==> config.mk <==
export PLATFORM = sky130hd
export DESIGN_NAME = up_down_counter
export DESIGN_NICKNAME = d
export VERILOG_FILES = /design/src/rtl/up_down_counter.sv
export SDC_FILE = /design/constraint.sdc
export NUM_CORES = 1
export LEC_CHECK = 0
export CAP_MARGIN = 10
export CORE_AREA = 2 2 42 44
export CTS_CLUSTER_SIZE = 28
export DETAILED_ROUTE_END_ITERATION = 10
export DIE_AREA = 0 0 44 46
export GPL_TIMING_DRIVEN = 1
export PLACE_DENSITY = 0.8
export SLEW_MARGIN = 20
export SYNTH_ARGS = -nofsm -noshare
export SYNTH_HDL_FRONTEND = slang
export SYNTH_SLANG_ARGS = --single-unit
==> constraint.sdc <==
create_clock -name clk -period 2.1 [get_ports clk]
set_input_delay 0.315 -clock clk [delete_from_list [all_inputs] [get_ports clk]]
set_output_delay 0.315 -clock clk [all_outputs]
set_load 0.02 [all_outputs]
==> src/rtl/up_down_counter.sv <==
// Binary up/down counter with a one-shot preload from data on the first
// clock edge after reset release; wraps modulo 2^WIDTH in both directions.
module up_down_counter #(
  parameter int WIDTH = 8
) (
  output logic [WIDTH-1:0] out,
  input  logic             up_down,
  input  logic             clk,
  input  logic [WIDTH-1:0] data,
  input  logic             reset
);

  localparam logic [WIDTH-1:0] STEP = WIDTH'(1);

  logic [WIDTH-1:0] count;
  logic             load_pend;

  // load_pend marks the first edge after reset, which preloads instead of counting.
  always_ff @(posedge clk or negedge reset) begin
    if (!reset) begin
      count     <= '0;
      load_pend <= 1'b1;
    end else if (load_pend) begin
      count     <= data;
      load_pend <= 1'b0;
    end else if (up_down) begin
      count <= count + STEP;
    end else begin
      count <= count - STEP;
    end
  end

  assign out = count;

endmodule

* Yosys cells after proc, flatten, opt, wreduce, memory -nomap -nowiden *
Cells that the tools add are included.

word-level totals
  bits of input ports = 11
  register bits = 9
  output and inout bits = 8
  word-level logic and storage cells = 6

cells by class
  muxes and demuxes = 2
  add/subtract/negate cells = 2

operator list
  kind                                              number
  two-way mux 8 bit                                 2
  adder 8 x 1 -> 8 bit, second input constant       1
  subtractor 8 x 1 -> 8 bit, second input constant  1

* Logic depth before layout (Yosys ltp) *
  depth after elaboration = 3
  mapped depth = 6
  depth with buffers taken out = 6

* Least setup slack after synthesis *
Ideal clock, no wire load.

  path type = register to register
  start point = register count[1], in the netlist out[1]
  end point = register count[7], in the netlist out[7]
  data required time = 2.033 ns
  arrival = 1.605 ns
  path slack = 0.428 ns
  stages on the path, launching flop included = 6
  path through = dfrtp_1 -> ha_1 -> a211oi_2 -> o31a_1 -> a311oi_2 -> o221a_1

between the ends
  longest elaborated chain between the ends = 3
  elaborated cells between the ends (all ways) = 4
  those cells by class = 2 x add/sub; 2 x mux

ends and longest elaborated chain
  item                                                               RTL line  source
  from (decl)                                                        15        logic [WIDTH-1:0] count;
  from (signal assigned)                                             24        count <= data;
  from (signal assigned)                                             27        count <= count + STEP;
  from (signal assigned)                                             29        count <= count - STEP;
  subtractor 8 x 1 -> 8 bit or adder 8 x 1 -> 8 bit (tied branches)  29, 27
  two-way mux 8 bit (*)                                              26        end else if (up_down) begin
  two-way mux 8 bit (*)                                              23        end else if (load_pend) begin

Mark *: on every way between the ends. The rest lies on a longest branch, timed or not.

* Worst setup path in the final report *
  start point = input up_down
  end point = register count[7], in the netlist out[7]

between the ends
  longest elaborated chain between the ends = 2

ends and longest elaborated chain
  item               RTL line  source
  from (decl)        7         input logic up_down,
  two-way mux 8 bit  26
  two-way mux 8 bit  23

Every way passes these cells.

==> metrics.csv <==
stage,metric,value,unit
worst_setup_path,cp_data_arrival_time,2.16,ns
grt,grt_pass1_vias,703,
finish,diodes,0,
drt,drc_errors,0,
placed_design,finalWeightedCongestion,0.7911,
sta,period_share,0.9333,
yosys,synth-edff-count,0,
sta,max_clock_freq,0.5102,GHz
yosys,postSynth.asyncResetShare,1.000,
drt,wl_per_cell,14.28,um
flow_run,max_cap_violation_count,0,
worst_setup_path,critical-path-slowest-cell,clkdlybuf4s50_1,
placed_design,place_area,952.2,um2
finish,final_util,0.6062,
yosys,most_used_flip_flop_cell_after_synthesis,dfrtp_1,
placed_design,hpwlAfterDp,1297,um
clock_tree,cts-root-to-sink-buffers,2,
drt,detail_route.wirelength,1685,um
finish,stdcell_area,978.4,um2
outcome,run_status,completed,
worst_setup_path,critPathMaxFanout,7,
sta,final-hold-violation-count,0,
grt,wire_length_of_the_first_global_routing_pass,2787,um
clock_tree,postCtsHoldBufs,0,
finish,most_common_cell_after_layout_fill_and_taps_aside,clkdlybuf4s50_1,
clock_tree,cts_tree,built,
drt,drt-vias-per-instance,5.712,
sta,setup_total_negative_slack,0,ns
placed_design,port-buffer-count,18,
yosys,yosys_register_bits,9,
clock_tree,post_cts_resized,0,
yosys,yosys_warnings,0,
drt,drt_first_pass_iters,5,
grt,pin_count_of_the_biggest_net_entering_global_routing,18,
power_and_ir_drop,net_switching_power,387.7,uW
sta,clock-skew-final,0.001945,ns
clock_tree,clk-insertion-delay-late,0.26,ns
drt,detailedRoute.firstIterationViolations,12,
drt,vias,674,
worst_setup_path,worst-setup-path-type,input pin to flip-flop,
clock_tree,htree_num_levels,1,
finish,post_route_cells_drive_above_1_share,0.2079,
floorplanning,area_enclosed_by_the_die_boundary,0.002024,mm2
floorplanning,die-width,44,um
clock_tree,clock_tree.root_cell,clkbuf_4,
floorplanning,initial_utilization,0.4140,
floorplanning,coreArea,0.001614,mm2
floorplanning,std_cell_rows,15,
power_and_ir_drop,total_leakage_power,0.0004125,uW
grt,grt_util_all_layers,0.1901,
floorplanning,floorplan.die.height,46,um
power_and_ir_drop,share_comb_of_total_power,0.608,
power_and_ir_drop,power_report.internal_total,618.1,uW
yosys,postSynthAreaPerCell,9.683,um2
sta,finalMaxSlewViolations,0,
clock_tree,cts-buffers-inserted,3,
finish,mostFrequentLayoutCells,"clkdlybuf4s50_1 (18), buf_4 (12), dfrtp_1 (8)",
yosys,synth_top_area_share,0.2996,
sta,setup-violations-final,0,
power_and_ir_drop,cellPowerDensity,1028,mW/mm2
clock_tree,cts.sinks,9,
yosys,cell_area_after_synthesis,668.1,um2
power_and_ir_drop,design_power_total,1006,uW
power_and_ir_drop,swShare,0.3855,
clock_tree,post-cts-setup-buffer-count,0,
yosys,ys_seq_area_frac,0.3390,
power_and_ir_drop,clk_network_pwr_share,0.137,
power_and_ir_drop,power.sequential.fraction,0.256,
power_and_ir_drop,max-vdd-ir-drop,0.0003406,V
grt,antenna_found_initial,0,
yosys,synth.net_count,87,
worst_setup_path,setup.worst_path.start_class,input pin,
clock_tree,clk_pin_slew,0.06,ns
worst_setup_path,worstPathCellList,clkdlybuf4s50_1 > inv_1 > ha_1 > a211oi_2 > o31a_1 > a311oi_2 > o221a_1,
worst_hold_path,worstHoldPathType,input pin to async pin,
worst_setup_path,data_required_time_at_the_worst_endpoint,2.30,ns
finish,area_growth,46.44,%
finish,finalNetCount,120,
sta,rsz0062_at_grt,no,
drt,drt.antenna.violating_nets,0,
worst_setup_path,cp_capture_type,flip-flop,
yosys,synth_top_area_cell,dfrtp_1,
yosys,synth_cell_types,36,
grt,grt_overflow,0,
floorplanning,ports_placed_on_the_boundary,19,
yosys,ranking_of_synthesized_cells_by_area,"dfrtp_1 (30%), ha_1 (11%), a211oi_1 (4.5%)",
sta,final_period_minus_worst_setup_slack,1.960,ns
worst_setup_path,crit_path_max_incr_delay,0.50,ns
yosys,syn-instance-count,69,
==> per-stage QoR <==
stage,worst slack (ns),hold slack (ns),instances
floorplan,0.4281,0.01941,69
global placement,-0.08091,0.5564,114
detailed placement,-0.1191,0.5752,114
CTS,0.1517,0.3741,118
global route,0.03643,0.3862,118
finish,0.1400,0.3542,118
==> cells by family after synthesis <==
family | after synthesis | share of synthesized area
AO/OA/AOI/OAI | 25 | 0.2884
AND/OR/NAND/NOR | 19 | 0.1536
flip-flops | 9 | 0.3390
adder cells (fa/ha/maj) | 7 | 0.1423
buffers and inverters | 5 | 0.02809
XOR/XNOR | 2 | 0.02622
other | 1 | 0.005613
multiplexers | 1 | 0.01685
==> synthesized netlist by cell type (2+ instances only) <==
cell	count
o21bai_1	2
nand2_1	7
nand4b_1	2
o21ai_1	4
nor2_1	2
a211oi_1	4
ha_1	6
o21ai_0	3
xnor2_1	2
clkbuf_1	2
inv_1	3
dfrtp_1	8
==> sequential cells by signal, summed over array words and instances, names as in the netlist <==
signal,count
load_pend,1
out,8
==> power by group through the flow <==
stage          sequential (uW)  combinational, uW  clock, uW
2_1_floorplan              308                290          0
3_3_place_gp               260                583          0
3_5_place_dp               262                605          0
4_1_cts                    259                609        142
5_1_grt                    263                669        144
6_report                   257                611        137
==> critical path, delay by kind of cell <==
family                   cells  cell delay (ns)
buffers and inverters        2             0.65
adder cells (fa/ha/maj)      1             0.35
AO/OA/AOI/OAI                4             0.86
==> layout make-up <==
cell class	count	area [um2]
clock buffer	4	26.28
fill	139	635.6
inverter	3	11.26
multi-input combinational	55	422.9
sequential	9	226.5
tap	17	21.27
timing repair buffer	30	270.3
==> layer usage <==
| metal | global-route usage | routed length (um) | vias up |
|---|---|---|---|
| met3 | 0.02381 | 81 | 2 |
| met5 | 0 | 0 | - |
| li1 | - | - | 328 |
| met1 | 0.2033 | 726 | 323 |
| met4 | 0.1273 | 13 | 0 |
| met2 | 0.3471 | 864 | 21 |
==> path summary, 6_finish.rpt <==
kind	start	endpoint	slack, ns	cells after the start
max in group asynchronous	reset	load_pend	1.42	1
max	up_down	out[7]	0.14	7
max reg2reg	out[0]	out[6]	0.37	5
min reg2reg	out[0]	out[0]	0.57	1
min	reset	out[2]	0.35	1
min in group clk	out[0]	out[0]	0.57	1
Power figures use the tool's default switching activity.
